<file path="config.mk">
export PLATFORM = sky130hd
export DESIGN_NAME = alu_sequencer
export DESIGN_NICKNAME = d
export VERILOG_FILES = /design/src/rtl/alu_seq_pkg.sv /design/src/rtl/alu_sequencer.sv
export SDC_FILE = /design/constraint.sdc
export NUM_CORES = 1
export LEC_CHECK = 0
export ABC_AREA = 1
export BUFFER_PORTS_ARGS = -buffer_cell sky130_fd_sc_hd__buf_2
export CAP_MARGIN = 20
export CORE_MARGIN = 2
export CORE_UTILIZATION = 45
export DETAILED_ROUTE_END_ITERATION = 7
export PLACE_DENSITY_LB_ADDON = 0.1
export SETUP_SLACK_MARGIN = 0.02
export SYNTH_ARGS = -nofsm -noshare
export SYNTH_HDL_FRONTEND = slang
export SYNTH_SLANG_ARGS = --single-unit
</file>
<file path="constraint.sdc">
create_clock -name clk -period 3.4 [get_ports clk]
set_input_delay 0.85 -clock clk [delete_from_list [all_inputs] [get_ports clk]]
set_output_delay 0.85 -clock clk [all_outputs]
set_load 0.03 [all_outputs]
</file>
<file path="src/rtl/alu_seq_pkg.sv">
// Shared types and constants for the ALU operand/opcode entry sequencer.
// Opcode numbering must match the lab-board ALU.
package alu_seq_pkg;

   typedef enum logic [2:0] {
      LOAD_A  = 3'd0,
      LOAD_OP = 3'd1,
      LOAD_B  = 3'd2,
      EXEC    = 3'd3,
      SHOW    = 3'd4
   } seq_state_t;

   localparam logic [3:0] OP_ADD  = 4'd0;
   localparam logic [3:0] OP_SUB  = 4'd1;
   localparam logic [3:0] OP_MUL  = 4'd2;
   localparam logic [3:0] OP_DIV  = 4'd3;
   localparam logic [3:0] OP_MOD  = 4'd4;
   localparam logic [3:0] OP_AND  = 4'd5;
   localparam logic [3:0] OP_OR   = 4'd6;
   localparam logic [3:0] OP_XOR  = 4'd7;
   localparam logic [3:0] OP_SHL  = 4'd8;
   localparam logic [3:0] OP_SHR  = 4'd9;
   localparam logic [3:0] OP_LAST = OP_SHR;

   localparam int FLG_N = 3;
   localparam int FLG_Z = 2;
   localparam int FLG_C = 1;
   localparam int FLG_V = 0;

   // Flags reported in place of the ALU's for a division or modulo by zero
   localparam logic [3:0] FLAGS_ZERO_ONLY = 4'b0001 << FLG_Z;

   function automatic logic is_unary(input logic [3:0] op);
      return (op == OP_SHL) || (op == OP_SHR);
   endfunction

   function automatic logic is_divide(input logic [3:0] op);
      return (op == OP_DIV) || (op == OP_MOD);
   endfunction

endpackage

</file>
<file path="src/rtl/alu_sequencer.sv">
// Collects A, opcode and B from board switches on enter pulses, drives the ALU,
// waits a fixed settle time and registers the result and N/Z/C/V flags.
module alu_sequencer
   import alu_seq_pkg::*;
#(
   parameter int Nbit        = 4,
   parameter int EXEC_CYCLES = 2
) (
   input  logic            clk,
   input  logic            rst,
   input  logic [Nbit-1:0] data_in,
   input  logic [3:0]      op_in,
   input  logic            enter,
   input  logic            chain,
   input  logic            clear,
   output logic [Nbit-1:0] alu_a,
   output logic [Nbit-1:0] alu_b,
   output logic [3:0]      alu_op_n,
   input  logic [Nbit-1:0] alu_result,
   input  logic [3:0]      alu_flags,
   output logic [Nbit-1:0] result_q,
   output logic [3:0]      flags_q,
   output logic            err_q,
   output logic            busy,
   output logic            done,
   output logic [2:0]      state_q
);

   localparam int CNT_W = (EXEC_CYCLES > 1) ? $clog2(EXEC_CYCLES) : 1;
   localparam logic [CNT_W-1:0] CNT_INIT = CNT_W'(EXEC_CYCLES - 1);

   seq_state_t       state;
   seq_state_t       state_next;
   logic [Nbit-1:0]  a_q;
   logic [Nbit-1:0]  b_q;
   logic [3:0]       op_q;
   logic [CNT_W-1:0] cnt_q;
   logic             done_q;

   logic load_a;
   logic load_op;
   logic load_b;
   logic chain_a;
   logic set_err;
   logic clr_err;
   logic cnt_load;
   logic capture;
   logic div_zero;

   assign div_zero = is_divide(op_q) && (b_q == '0);

   always_ff @(posedge clk) begin
      if (rst) begin
         state <= LOAD_A;
      end else begin
         state <= state_next;
      end
   end

   // clear outranks enter everywhere; in EXEC it abandons the operation uncaptured
   always_comb begin
      state_next = state;
      load_a     = 1'b0;
      load_op    = 1'b0;
      load_b     = 1'b0;
      chain_a    = 1'b0;
      set_err    = 1'b0;
      clr_err    = 1'b0;
      cnt_load   = 1'b0;
      capture    = 1'b0;
      case (state)
         LOAD_A: begin
            if (clear) begin
               state_next = LOAD_A;
            end else if (enter) begin
               load_a     = 1'b1;
               clr_err    = 1'b1;
               state_next = LOAD_OP;
            end
         end
         LOAD_OP: begin
            if (clear) begin
               state_next = LOAD_A;
            end else if (enter) begin
               if (op_in <= OP_LAST) begin
                  load_op = 1'b1;
                  if (is_unary(op_in)) begin
                     cnt_load   = 1'b1;
                     state_next = EXEC;
                  end else begin
                     state_next = LOAD_B;
                  end
               end else begin
                  set_err = 1'b1;
               end
            end
         end
         LOAD_B: begin
            if (clear) begin
               state_next = LOAD_A;
            end else if (enter) begin
               load_b     = 1'b1;
               cnt_load   = 1'b1;
               set_err    = is_divide(op_q) && (data_in == '0);
               state_next = EXEC;
            end
         end
         EXEC: begin
            if (clear) begin
               state_next = LOAD_A;
            end else if (cnt_q == '0) begin
               capture    = 1'b1;
               state_next = SHOW;
            end
         end
         SHOW: begin
            if (clear) begin
               state_next = LOAD_A;
            end else if (enter) begin
               if (chain) begin
                  chain_a    = 1'b1;
                  state_next = LOAD_OP;
               end else begin
                  state_next = LOAD_A;
               end
            end
         end
         default: state_next = LOAD_A;
      endcase
   end

   // Settle counter: loaded on the way into EXEC, capture happens when it hits zero
   always_ff @(posedge clk) begin
      if (rst) begin
         cnt_q <= '0;
      end else if (cnt_load) begin
         cnt_q <= CNT_INIT;
      end else if ((state == EXEC) && (cnt_q != '0)) begin
         cnt_q <= cnt_q - 1'b1;
      end
   end

   always_ff @(posedge clk) begin
      if (rst) begin
         a_q     <= '0;
         b_q     <= '0;
         op_q    <= OP_ADD;
         err_q   <= 1'b0;
      end else begin
         if (load_a) begin
            a_q <= data_in;
         end else if (chain_a) begin
            a_q <= result_q;
         end
         if (load_b) begin
            b_q <= data_in;
         end
         if (load_op) begin
            op_q <= op_in;
         end
         if (set_err) begin
            err_q <= 1'b1;
         end else if (clr_err) begin
            err_q <= 1'b0;
         end
      end
   end

   // The ALU output is meaningless for a zero divisor, so report a clean zero instead
   always_ff @(posedge clk) begin
      if (rst) begin
         result_q <= '0;
         flags_q  <= '0;
         done_q   <= 1'b0;
      end else begin
         done_q <= capture;
         if (capture) begin
            if (div_zero) begin
               result_q <= '0;
               flags_q  <= FLAGS_ZERO_ONLY;
            end else begin
               result_q <= alu_result;
               flags_q  <= alu_flags;
            end
         end
      end
   end

   assign alu_a    = a_q;
   assign alu_b    = b_q;
   assign alu_op_n = ~op_q;
   assign busy     = (state == EXEC);
   assign done     = done_q;
   assign state_q  = state;

endmodule

</file>
# Word-level counts from Yosys, hierarchy flattened
# Cells that the tools add are included.
classes:
  addsub: 1
  magnitude_cmp: 1
  n_eq_ne: 14
  mux: 48
  n_bitwise: 1
  reduce_logical: 12
ops:
  columns: ["op", "n"]
  rows:
  - ["$mux 3", 11]
  - ["$mux 1", 30]
  - ["$ne 3x3->1 const B", 6]
  - ["$mux 4", 4]
  - ["$pmux 3 s5", 1]
  - ["$eq 4x4->1 const B", 2]
  - ["$logic_not 4->1", 2]
  - ["$eq 3x2->1 const B", 2]
  - ["$reduce_and 6->1", 1]
  - ["$reduce_bool 2->1", 3]
  - ["$eq 4x2->1 const B", 1]
  - ["$eq 4x3->1 const B", 1]
  - ["$le 4x4->1 const B", 1]
  - ["$not 4->4", 1]
  - ["$pmux 1 s2", 2]
  - ["$eq 3x1->1 const B", 1]
  - ["$eq 3x3->1 const B", 1]
  - ["$logic_and 1x1->1", 3]
  - ["$logic_not 3->1", 1]
  - ["$logic_or 1x1->1", 2]
  - ["$sub 1x1->1 const B", 1]
totals:
  reg_bits: 26
  inputBits: 21
  output_inout_bits: 26

# Longest topological paths before layout
# Gate-level depths: netlist (run 1).
logic_depth:
  word_depth: 8
  depth_mapped: 9

# Worst setup path before layout (run 1)
# No wires, ideal clock.
synth_timing:
  path_type: "register -> output"
  start: "register state[1], in the netlist state_q[1]"
  end: "output port busy"
  arrival_time_ns: 1.254
  path_slack_ns: 1.296
  path_stages_with_launch: 4
  n_path_buf: 1
  path_cell_list: "dfxtp_1 buf_2 nand2_2 nor2_1"
synth_between:
  elab_chain_cells: 1
synth_rtl:
  columns: ["item", "line", "text"]
  rows:
  - ["from (decl)", "alu_sequencer.sv:32", "seq_state_t state;"]
  - ["from (signal assigned)", "alu_sequencer.sv:56", "state <= state_next;"]
  - ["$eq 3x2->1", "alu_sequencer.sv:192", "assign busy = (state == EXEC);"]
  - ["to (decl)", "alu_sequencer.sv:24", "output logic busy,"]
# No other way between the ends.

# Worst setup path in the final report (run 1)
# Ends and elaborated chain as after synthesis.

==> qor.txt, run 1 <==
Worst-path clk slew: 0.14 ns
Syn-to-layout area delta: 21.5%
Dpl hpwl: 2210 um
CP arrival: 1.32 ns
Largest cells by area after synthesis: dfxtp_1 (43%), nand2_1 (7.7%), o21ai_0 (7.4%)
Yosys cell types: 26
Clock skew: 0.00466 ns
Cell Area, Placed: 1450 sq um
Vias/cell: 5.27
Antenna-violating nets left: 0
Max IR drop VDD: 0.268 mV
Synthesized area per cell: 7.48 sq um
DRC viols: 0
Crit path time final: 2.17 ns
RSZ-0062 raised after global routing: false
Crit path required time: 2.55 ns
Ports: 47
Worst Reg-to-Reg Cells: 7
Worst reg2reg startpoint: state_q[1]
Largest net degree at the start of global routing: 21
WHS Path Cells: 2
Combinational Power Share: 0.143
Final Hold Fails: 0
# fillers: 257
Crit path largest cell delay: 0.53 ns
Aggregate global routing overflow: 0
Crit path from: state_q[1]
Layout net count: 230
Sw frac: 0.269
CP max stage cell: dfxtp_1
Post-CTS Setup Bufs: 0
Vias in the first global route: 1129
Total power draw: 0.000553 W
FP Rows: 18
Seq pwr share: 0.576
Cts hold-fix bufs: 0
CP cell instances: nand2_2 > nor2_1 > buf_2
WL final: 2860 um
Crit path buffers/inverters: 1
Chip height: 56.1 um
Die Area: 3140 sq um
Crit Path Max Fanout: 9
Final setup viols: 0
CP Class: reg2out
Startpoint types: register
Sequential area share after synthesis: 0.427
Synth Cell Area: 1220 sq um
Number of buffers created by CTS: 3
Final TNS setup: 0 ns
H-tree level count: 1
Max-slew violations: 0
First DRT Iteration DRCs: 32
Worst path depth: 3
Leakage: 0.717 nW
Starting density of the core: 0.484
Crit end category: primary output
Worst-margin pin slew: 0.570 ns
Post-synth top area share: 0.427
Status: complete, no violations
Final Cycle Share: 0.638
Antenna Cells: 0
Clk Latency, worst-skew pair: 0.32 ns
HP Start: op_q[3]
Net Sw Power: 0.000149 W
Count of buffers from port buffering: 46
Layout cells sized above 1: 0.313
Area leader, netlist: dfxtp_1
Total iterations of the first detailed-routing run: 5
Clock network fraction of design power: 0.281
Vias: 1255
Global Route Usage Sum: 0.193
Core ar.: 2520 sq um
Flops & latches, synth: 26
Relative slew slack: 0.619
Pwr dens: 373 nW/um^2
Design Area, Final: 1480 sq um
Post-synth net total: 184
Cts repair resizes: 0
YS warnings: 0
Max Clock Freq: 0.461 GHz
Post-synthesis instance total: 163
WL/cell: 12.0 um
Int Power: 0.000404 W
Initial antenna violation count: 0
Hold WC Path Type: reg2reg
CTS tree: done
Global-route wire length before repair: 4930 um
RD Place Congestion: 0.819
Root Driver: clkbuf_4
CTS Sinks: 26
CP top delay family: flip-flops
Max-cap violations: 0
Clock Path Buffers: 2
Die X: 56.1 um
## cells by family (layout without fill, tap and decap cells)
logic type	count (synthesis)	in the layout	share of synthesized area
and+or+nand+nor	67	67	0.263
AOI/OAI and AO/OA	47	47	0.222
DFF	26	26	0.427
buffers and inverters	23	68	0.0892
## final timing paths
check	endpoint	slack [ns]
setup reg to reg	flags_q[2]	1.88
hold reg to reg	op_q[3]	0.49
setup / recovery	busy	1.23
hold / removal	op_q[3]	0.49
## through the flow
stage	setup WS, ns	hold slack (ns)	util	cells
6_report	1.23	0.487	0.588	238
5_1_grt	1.07	0.505	0.588	238
4_1_cts	1.21	0.485	0.588	238
3_5_place_dp	1.50	0.465	0.573	234
3_3_place_gp	1.52	0.455	0.573	234
2_1_floorplan	1.30	0.435	-	163
## worst reg2reg max path: stages (launching register included)
cell,delay [ns]
dfxtp_1,0.53
nand2_2,0.15
nor3_4,0.16
inv_2,0.08
nor2_8,0.22
inv_1,0.11
nor2_1,0.10
a21oi_1,0.06
## Yosys cell counts
master    count
dfxtp_1      26
nand2_1      25
nor2_1       20
o21ai_0      18
a21oi_1      17
inv_1        16
nand3_1      10
o22ai_1       4
a21oi_2       3
nand4_1       3
nor2_2        3
o21ai_2       3
inv_2         2
buf_12        1
buf_2         1
buf_4         1
clkbuf_1      1
clkbuf_2      1
nand2_2       1
nand3_2       1
nor2_8        1
nor3_1        1
nor3_4        1
nor4_1        1
o211a_1       1
o211ai_1      1
## registers in the layout (all words and copies together) (netlist names)
signal,flops
alu_a,4
alu_b,4
cnt_q,1
done,1
err_q,1
flags_q,4
op_q,4
result_q,4
state_q,3
## power by group through the flow
stage	logic, W	clock network, W	registers [W]
5_1_grt	0.0000886	0.000172	0.000320
4_1_cts	0.0000795	0.000160	0.000319
6_report	0.0000793	0.000155	0.000319
3_5_place_dp	0.0000792	0	0.000325
3_3_place_gp	0.0000780	0	0.000325
2_1_floorplan	0.0000387	0	0.000336
## cell usage in the layout, fill, tap and decap left out
cell type | synthesis | final
nor2_8 | 1 | 1
inv_2 | 2 | 2
nand2_2 | 1 | 1
nor3_1 | 1 | 1
a21oi_1 | 17 | 17
buf_2 | 1 | 46
o211a_1 | 1 | 1
a21oi_2 | 3 | 3
nor2_1 | 20 | 20
nor3_4 | 1 | 1
inv_1 | 16 | 16
nor4_1 | 1 | 1
nand4_1 | 3 | 3
nand3_1 | 10 | 10
o21ai_2 | 3 | 3
nand3_2 | 1 | 1
clkbuf_8 | 0 | 1
nand2_1 | 25 | 25
o211ai_1 | 1 | 1
dfxtp_1 | 26 | 26
o21ai_0 | 18 | 18
clkbuf_4 | 0 | 3
o22ai_1 | 4 | 4
nor2_2 | 3 | 3
## cell type report
class,count,area (sq um),share of cell area
clock buffers,4,36.3,0.0245
inverters,18,67.6,0.0456
multi-input cells,114,591,0.398
flip-flops and latches,26,520,0.351
well taps,30,37.5,0.0253
repair buffers,46,230,0.155
## layer usage
layer	track usage	share of wire	vias up
met5	0	0	-
met4	0.0306	0.0035	0
met3	0.0628	0.081	2
met2	0.321	0.46	51
met1	0.248	0.45	564
li1	-	-	638
Power figures use the tool's default switching activity.
==> inputs of run 2 (changes only) <==
--- a/config.mk
+++ b/config.mk
@@ -5,11 +5,11 @@
 export SDC_FILE = /design/constraint.sdc
 export NUM_CORES = 1
 export LEC_CHECK = 0
-export ABC_AREA = 1
+export ABC_AREA = 0
 export BUFFER_PORTS_ARGS = -buffer_cell sky130_fd_sc_hd__buf_2
 export CAP_MARGIN = 20
 export CORE_MARGIN = 2
-export CORE_UTILIZATION = 45
+export CORE_UTILIZATION = 42
 export DETAILED_ROUTE_END_ITERATION = 7
 export PLACE_DENSITY_LB_ADDON = 0.1
 export SETUP_SLACK_MARGIN = 0.02
==> constraint.sdc (replaced) <==
create_clock -name clk -period 1.8 [get_ports clk]
set_input_delay 0.45 -clock clk [delete_from_list [all_inputs] [get_ports clk]]
set_output_delay 0.45 -clock clk [all_outputs]
set_load 0.03 [all_outputs]
==> run 2 against run 1 <==
Worst setup slack worse by 1.2 ns. Core utilization up 0.35 points. Via count fell by 10%. Cell count shrank 13%. Hold slack got worse by 0.16 ns. Clock power rose by 90%. First-iteration DRC count decreased by 53%. Sequential cell count unchanged. Final area up 0.59%. Wire length decreased by 1.0%. Total power is 82% higher. Critical endpoint is now result_q[2]. Largest cell class unchanged. Highest routed layer unchanged.
==> qor.txt, run 2 <==
Status: complete, no violations (unchanged)
Post-synthesis mux area share: 0.0613 (was 0)
Vias/cell: 5.42 (was 5.27)
Total iterations of the first detailed-routing run: 6 (was 5)
RSZ-0062 raised after global routing: true (was false)
FP Rows: 18 (unchanged)
Post-Synth Simple-Gate Area: 0.237 (was 0.263)
CTS tree: done (unchanged)
WL final: 2830 um (was 2860 um)
Global Route Usage Sum: 0.180 (was 0.193)
Net Sw Power: 0.000249 W (was 0.000149 W)
DRC viols: 0 (unchanged)
Adder-cell share of the synthesized area: 0.00875 (was 0)
Predominant post-synthesis flop cell: dfxtp_1 (unchanged)
Dpl hpwl: 2150 um (was 2210 um)
Sequential area share after synthesis: 0.455 (was 0.427)
Commonest cells after routing, fill and taps aside: buf_2 (46), dfxtp_1 (24), nor2_1 (16), a21oi_1 (10) (was buf_2 (46), dfxtp_1 (26), nand2_1 (25), nor2_1 (20), o21ai_0 (18))
Largest cells by area after synthesis: dfxtp_1 (46%), mux2i_1 (6.1%), a22o_1 (5.4%) (was dfxtp_1 (43%), nand2_1 (7.7%), o21ai_0 (7.4%))
Clock network fraction of design power: 0.291 (was 0.281)
Layout cells sized above 1: 0.376 (was 0.313)
Largest net degree at the start of global routing: 24 (was 21)
Syn-to-layout area delta: 30.4% (was 21.5%)
Final TNS setup: 0 ns (unchanged)
Max-slew violations: 0 (unchanged)
Most common cell after layout, fill and taps aside: buf_2 (unchanged)
Sw frac: 0.247 (was 0.269)
Max-cap violations: 0 (unchanged)
Final Cycle Share: 0.957
Global-route wire length before repair: 4560 um (was 4930 um)
Antenna-violating nets left: 0 (unchanged)
Design Area, Final: 1490 sq um (was 1480 sq um)
Die Area: 3160 sq um (was 3140 sq um)
YS warnings: 0 (unchanged)
Area leader, netlist: dfxtp_1 (unchanged)
Leakage: 0.692 nW (was 0.717 nW)
Ports: 47 (unchanged)
Vias: 1127 (was 1255)
Layout net count: 200 (was 230)
Startpoint types: register (unchanged)
Max IR drop VDD: 0.428 mV (was 0.268 mV)
Max Clock Freq: 0.581 GHz
Number of buffers created by CTS: 3 (unchanged)
Post-synthesis instance total: 127 (was 163)
Worst-path clk slew: 0.14 ns (about the same)
Die X: 56.2 um (was 56.1 um)
Compound-cell area share of the yosys netlist: 0.189 (was 0.222)
Chip height: 56.2 um (was 56.1 um)
Number of enable flip-flop cells after synthesis: 0 (unchanged)
Flops & latches, synth: 26 (unchanged)
Final Hold Fails: 0 (unchanged)
Post-CTS Setup Bufs: 0 (unchanged)
Clock skew: 0.00782 ns (was 0.00466 ns)
Synth async-reset ratio: 0 (unchanged)
CP Class: reg2reg (was reg2out)
First DRT Iteration DRCs: 15 (was 32)
Initial antenna violation count: 0 (unchanged)
Worst Reg-to-Reg Cells: 4 (was 7)
Post-synth net total: 148 (was 184)
H-tree level count: 1 (unchanged)
Core ar.: 2520 sq um (unchanged)
Seq pwr share: 0.587 (was 0.576)
Synth Area in XOR/XNOR: 0 (unchanged)
Clk Latency, worst-skew pair: 0.32 ns (about the same)
Relative slew slack: 0.691 (was 0.619)
Yosys cell types: 38 (was 26)
Crit end category: register (was primary output)
Int Power: 0.000760 W (was 0.000404 W)
Post-synth top area share: 0.455 (was 0.427)
Crit path required time: 2.03 ns (was 2.55 ns)
Cell Area, Placed: 1440 sq um (was 1450 sq um)
Synthesized area per cell: 9.00 sq um (was 7.48 sq um)
Cts repair resizes: 1 (was 0)
Clock Path Buffers: 2 (unchanged)
Final setup viols: 0 (unchanged)
Combinational Power Share: 0.122 (was 0.143)
CP arrival: 1.95 ns (was 1.32 ns)
Post-synth top cells: dfxtp_1 (26), nor2_1 (16), a21oi_1 (10) (was dfxtp_1 (26), nand2_1 (25), nor2_1 (20), o21ai_0 (18), a21oi_1 (17))
CTS Sinks: 26 (unchanged)
Synth Cell Area: 1140 sq um (was 1220 sq um)
Vias in the first global route: 1025 (was 1129)
Top-count cell post-synth: dfxtp_1 (unchanged)
Pwr dens: 677 nW/um^2 (was 373 nW/um^2)
Count of buffers from port buffering: 46 (unchanged)
Crit path time final: 1.72 ns
Aggregate global routing overflow: 0 (unchanged)
WHS Path Cells: 2 (unchanged)
Largest family of logic cells by synthesized area: simple AND/OR/NAND/NOR gates (unchanged)
Starting density of the core: 0.453 (was 0.484)
Root Driver: clkbuf_4 (unchanged)
Antenna Cells: 0 (unchanged)
Worst-margin pin slew: 0.462 ns (was 0.570 ns)
Crit Path Max Fanout: 7 (was 9)
Cts hold-fix bufs: 0 (unchanged)
WL/cell: 13.6 um (was 12.0 um)
Hold WC Path Type: in2reg (was reg2reg)
RD Place Congestion: 0.764 (was 0.819)
-- run 2: cell count changes in the layout (fill, tap and decap cells not counted), sizes merged, moves of 8 or more --
cell	change
nand2	-19
o21ai	-18
inv	-12
a21oi	-9
nand3	-8
nor2	-8
-- run 2: critical path, stage by stage, from the launching register on --
cell and delay [ns]:
dfxtp_1 0.34, or4_1 0.59, a211oi_4 0.33, nor3_4 0.11, a22o_1 0.26
-- run 2: power by group through the flow --
| stage | logic [W] | registers [W] | clock network [W] |
|---|---|---|---|
| 3_3_place_gp | 0.000120 | 0.000606 | 0 |
| 5_1_grt | 0.000133 | 0.000594 | 0.000331 |
| 6_report | 0.000123 | 0.000592 | 0.000294 |
| 4_1_cts | 0.000123 | 0.000594 | 0.000302 |
| 2_1_floorplan | 0.0000618 | 0.000614 | 0 |
| 3_5_place_dp | 0.000123 | 0.000606 | 0 |
-- run 2: layout make-up --
| class | count | area, sq um |
|---|---|---|
| clock buffer | 4 | 36.3 |
| fill | 260 | 1030 |
| inverter | 6 | 22.5 |
| multi-input combinational | 89 | 587 |
| sequential | 26 | 526 |
| tap | 30 | 37.5 |
| timing repair buffer | 53 | 283 |
-- run 2: path summary, 6_finish.rpt --
check,to,slack (ns),start
worst max register to register,result_q[2],0.08,alu_b[2]
worst min register to register,alu_a[1],0.47,alu_a[1]
worst max-delay path,result_q[2],0.08,alu_b[2]
worst min-delay path,flags_q[3],0.33,alu_flags[3]
-- run 2: logic make-up (layout without fill, tap and decap cells) --
| kind of cell | after synthesis | after routing |
|---|---|---|
| mux | 7 | 7 |
| flops | 26 | 26 |
| compound gates | 31 | 31 |
| simple gates | 50 | 50 |
| buf+inv | 12 | 63 |
| fa+ha+maj | 1 | 1 |
-- run 2: routing by layer --
| metal | GRT usage | up-vias | share of wire |
|---|---|---|---|
| met5 | 0 | - | 0 |
| met4 | 0.0714 | 0 | 0.015 |
| met3 | 0.0256 | 4 | 0.046 |
| met2 | 0.296 | 27 | 0.46 |
| met1 | 0.235 | 530 | 0.48 |
| li1 | - | 566 | - |
-- run 2: stage by stage --
stage               hold WS, ns  setup WS (ns)   util  power (W)  instances
floorplan                 0.467         0.0540      -   0.000675        127
global placement          0.445         0.0227  0.572   0.000726        204
detailed placement        0.451        0.00161  0.572   0.000729        204
CTS                       0.329         0.0690  0.587    0.00102        208
global route              0.316       0.000170  0.591    0.00106        208
finish                    0.331         0.0779  0.591    0.00101        208
==> inputs of run 3 (changes only) <==
==> constraint.sdc (replaced) <==
create_clock -name clk -period 1.5 [get_ports clk]
set_input_delay 0.375 -clock clk [delete_from_list [all_inputs] [get_ports clk]]
set_output_delay 0.375 -clock clk [all_outputs]
set_load 0.03 [all_outputs]
==> run 3 against run 2 <==
The flow now finishes with violations (negative setup slack). Register-to-register slack worse by 0.23 ns. Sequential power up 19%. Final area up 18%. Wire length up 13%. Non-clock buffer count up 23. Cell count up 11%. Largest cell class unchanged. Via count up 9.0%. First-iteration DRC count up 87%. Count of clock-buffer cells in the layout down 1. Hold slack worse by 0.065 ns. Combinational power up 51%. Sequential share of layout area down 4.7 points.
==> qor.txt, run 3 (same netlist as run 2, synthesis figures left out) <==
Status: finished, violations left (was complete, no violations)
Failing checks: negative setup slack
Int Power: 0.000881 W (was 0.000760 W)
Number of buffers created by CTS: 3 (unchanged)
Cts hold-fix bufs: 0 (unchanged)
Starting density of the core: 0.453 (unchanged)
Post-route setup slack: -0.150 ns (was 0.0779 ns)
Core ar.: 2520 sq um (unchanged)
Crit path largest cell delay: 0.54 ns (was 0.59 ns)
Net Sw Power: 0.000320 W (was 0.000249 W)
Final TNS setup: -1.19 ns (was 0 ns)
Crit end category: register (unchanged)
Most common cell after layout, fill and taps aside: buf_2 (unchanged)
Fin cells: 231 (was 208)
Die X: 56.2 um (unchanged)
Global-route wire length before repair: 5310 um (was 4560 um)
Antenna-violating nets left: 0 (unchanged)
Clk Latency, worst-skew pair: 0.33 ns (was 0.32 ns)
Crit path required time: 1.73 ns (was 2.03 ns)
Crit Path Max Fanout: 7 (unchanged)
Final Hold Fails: 0 (unchanged)
CP arrival: 1.88 ns (was 1.95 ns)
CP cell instances: or4_4 > a211oi_4 > nor3_4 > a22o_1 (was or4_1 > a211oi_4 > nor3_4 > a22o_1)
Count of buffers from port buffering: 46 (unchanged)
Design Area, Final: 1760 sq um (was 1490 sq um)
Total iterations of the first detailed-routing run: 4 (was 6)
Dpl hpwl: 2400 um (was 2150 um)
Root Driver: clkbuf_4 (unchanged)
Worst Reg-to-Reg Cells: 4 (unchanged)
Worst-path clk slew: 0.15 ns (was 0.14 ns)
Leakage: 0.841 nW (was 0.692 nW)
Max IR drop VDD: 0.502 mV (was 0.428 mV)
Max Clock Freq: 0.606 GHz (was 0.581 GHz)
First DRT Iteration DRCs: 28 (was 15)
CP max stage cell: or4_4 (was or4_1)
CP Class: reg2reg (unchanged)
Syn-to-layout area delta: 54.0% (was 30.4%)
Die Area: 3160 sq um (unchanged)
Largest net degree at the start of global routing: 19 (was 24)
Cell Area, Placed: 1620 sq um (was 1440 sq um)
Aggregate global routing overflow: 0 (unchanged)
Worst-margin pin slew: 0.450 ns (was 0.462 ns)
Sw frac: 0.267 (was 0.247)
Vias in the first global route: 1179 (was 1025)
RSZ-0062 raised after global routing: true (unchanged)
Clock network fraction of design power: 0.258 (was 0.291)
Max-cap violations: 0 (unchanged)
Layout net count: 223 (was 200)
Vias/cell: 5.32 (was 5.42)
Placed Cells: 223 (was 204)
FP Rows: 18 (unchanged)
CTS tree: done (unchanged)
Commonest cells after routing, fill and taps aside: buf_2 (44), buf_4 (26), dfxtp_1 (20), nor2_1 (15), a21oi_1 (10) (was buf_2 (46), dfxtp_1 (24), nor2_1 (16), a21oi_1 (10))
CTS Sinks: 26 (unchanged)
Clock Path Buffers: 2 (unchanged)
Ports: 47 (unchanged)
Fin Hold WS: 0.266 ns (was 0.331 ns)
Final Cycle Share: 1.10 (was 0.957)
WL/cell: 13.8 um (was 13.6 um)
Final setup viols: 13 (was 0)
Max-slew violations: 0 (unchanged)
Hold WC Path Type: in2reg (unchanged)
Antenna Cells: 0 (unchanged)
Relative slew slack: 0.699 (was 0.691)
Pwr dens: 682 nW/um^2 (was 677 nW/um^2)
Combinational Power Share: 0.155 (was 0.122)
Global Route Usage Sum: 0.207 (was 0.180)
Crit path time final: 1.65 ns (was 1.72 ns)
DRC viols: 0 (unchanged)
Clock skew: 0.0173 ns (was 0.00782 ns)
H-tree level count: 1 (unchanged)
WL final: 3190 um (was 2830 um)
Vias: 1228 (was 1127)
Initial antenna violation count: 0 (unchanged)
Layout cells sized above 1: 0.522 (was 0.376)
Pre-CTS WS: -0.142 ns (was 0.00161 ns)
Seq pwr share: 0.587 (about the same)
Startpoint types: register (unchanged)
Chip height: 56.2 um (unchanged)
WHS Path Cells: 2 (unchanged)
RD Place Congestion: 0.796 (was 0.764)
[run 3: changes by cell type in the layout (fill, tap and decap cells not counted), sizes merged]
cell	before	now
buf	53	76
clkbuf	4	3
clkinv	0	1
[run 3: timing repair]
item,CTS,global route
resized for setup,14,7
buffers inserted,2,2
setup endpoints to repair,14,22
pin swaps,11,8
[run 3: worst paths after layout]
path                 startpoint           to  slack [ns]
setup / recovery       alu_b[0]  result_q[1]       -0.15
hold / removal    alu_result[0]  result_q[0]        0.27
setup reg to reg       alu_b[0]  result_q[1]       -0.15
hold reg to reg        alu_a[2]     alu_a[2]        0.48
[run 3: layer usage]
metal | wire (um) | up-vias | track usage
li1 | - | 608 | -
met1 | 1420 | 582 | 0.270
met2 | 1570 | 33 | 0.355
met3 | 147 | 5 | 0.0209
met4 | 42 | 0 | 0.0714
met5 | 0 | - | 0
[run 3: stage by stage]
| step | utilization | power (W) |
|---|---|---|
| after global routing | 0.698 | 0.00125 |
| after global placement | 0.644 | 0.000884 |
| after detailed placement | 0.644 | 0.000888 |
| after CTS | 0.679 | 0.00120 |
| final | 0.698 | 0.00120 |
| after floorplan | - | 0.000807 |
[run 3: worst max-delay path: cells and delay by family, from the launching register on]
family           cells  cell delay [ns]
AND/OR/NAND/NOR      2             0.66
AO/OA/AOI/OAI        2             0.51
flip-flops           1             0.37
[run 3: area by class of cell]
cell class | instances | area, sq um
Timing Repair Buffer | 76 | 483
Sequential cell | 26 | 538
Fill cell | 230 | 761
Clock buffer | 3 | 22.5
Multi-Input combinational cell | 89 | 654
Inverter | 6 | 22.5
Clock inverter | 1 | 3.75
Tap cell | 30 | 37.5
[run 3: power by group through the flow]
stage	logic [W]	clock network (W)	registers, W
after floorplan	0.0000762	0	0.000731
after global placement	0.000166	0	0.000718
after detailed placement	0.000170	0	0.000718
after CTS	0.000176	0.000319	0.000704
after global routing	0.000202	0.000339	0.000707
final	0.000186	0.000310	0.000705
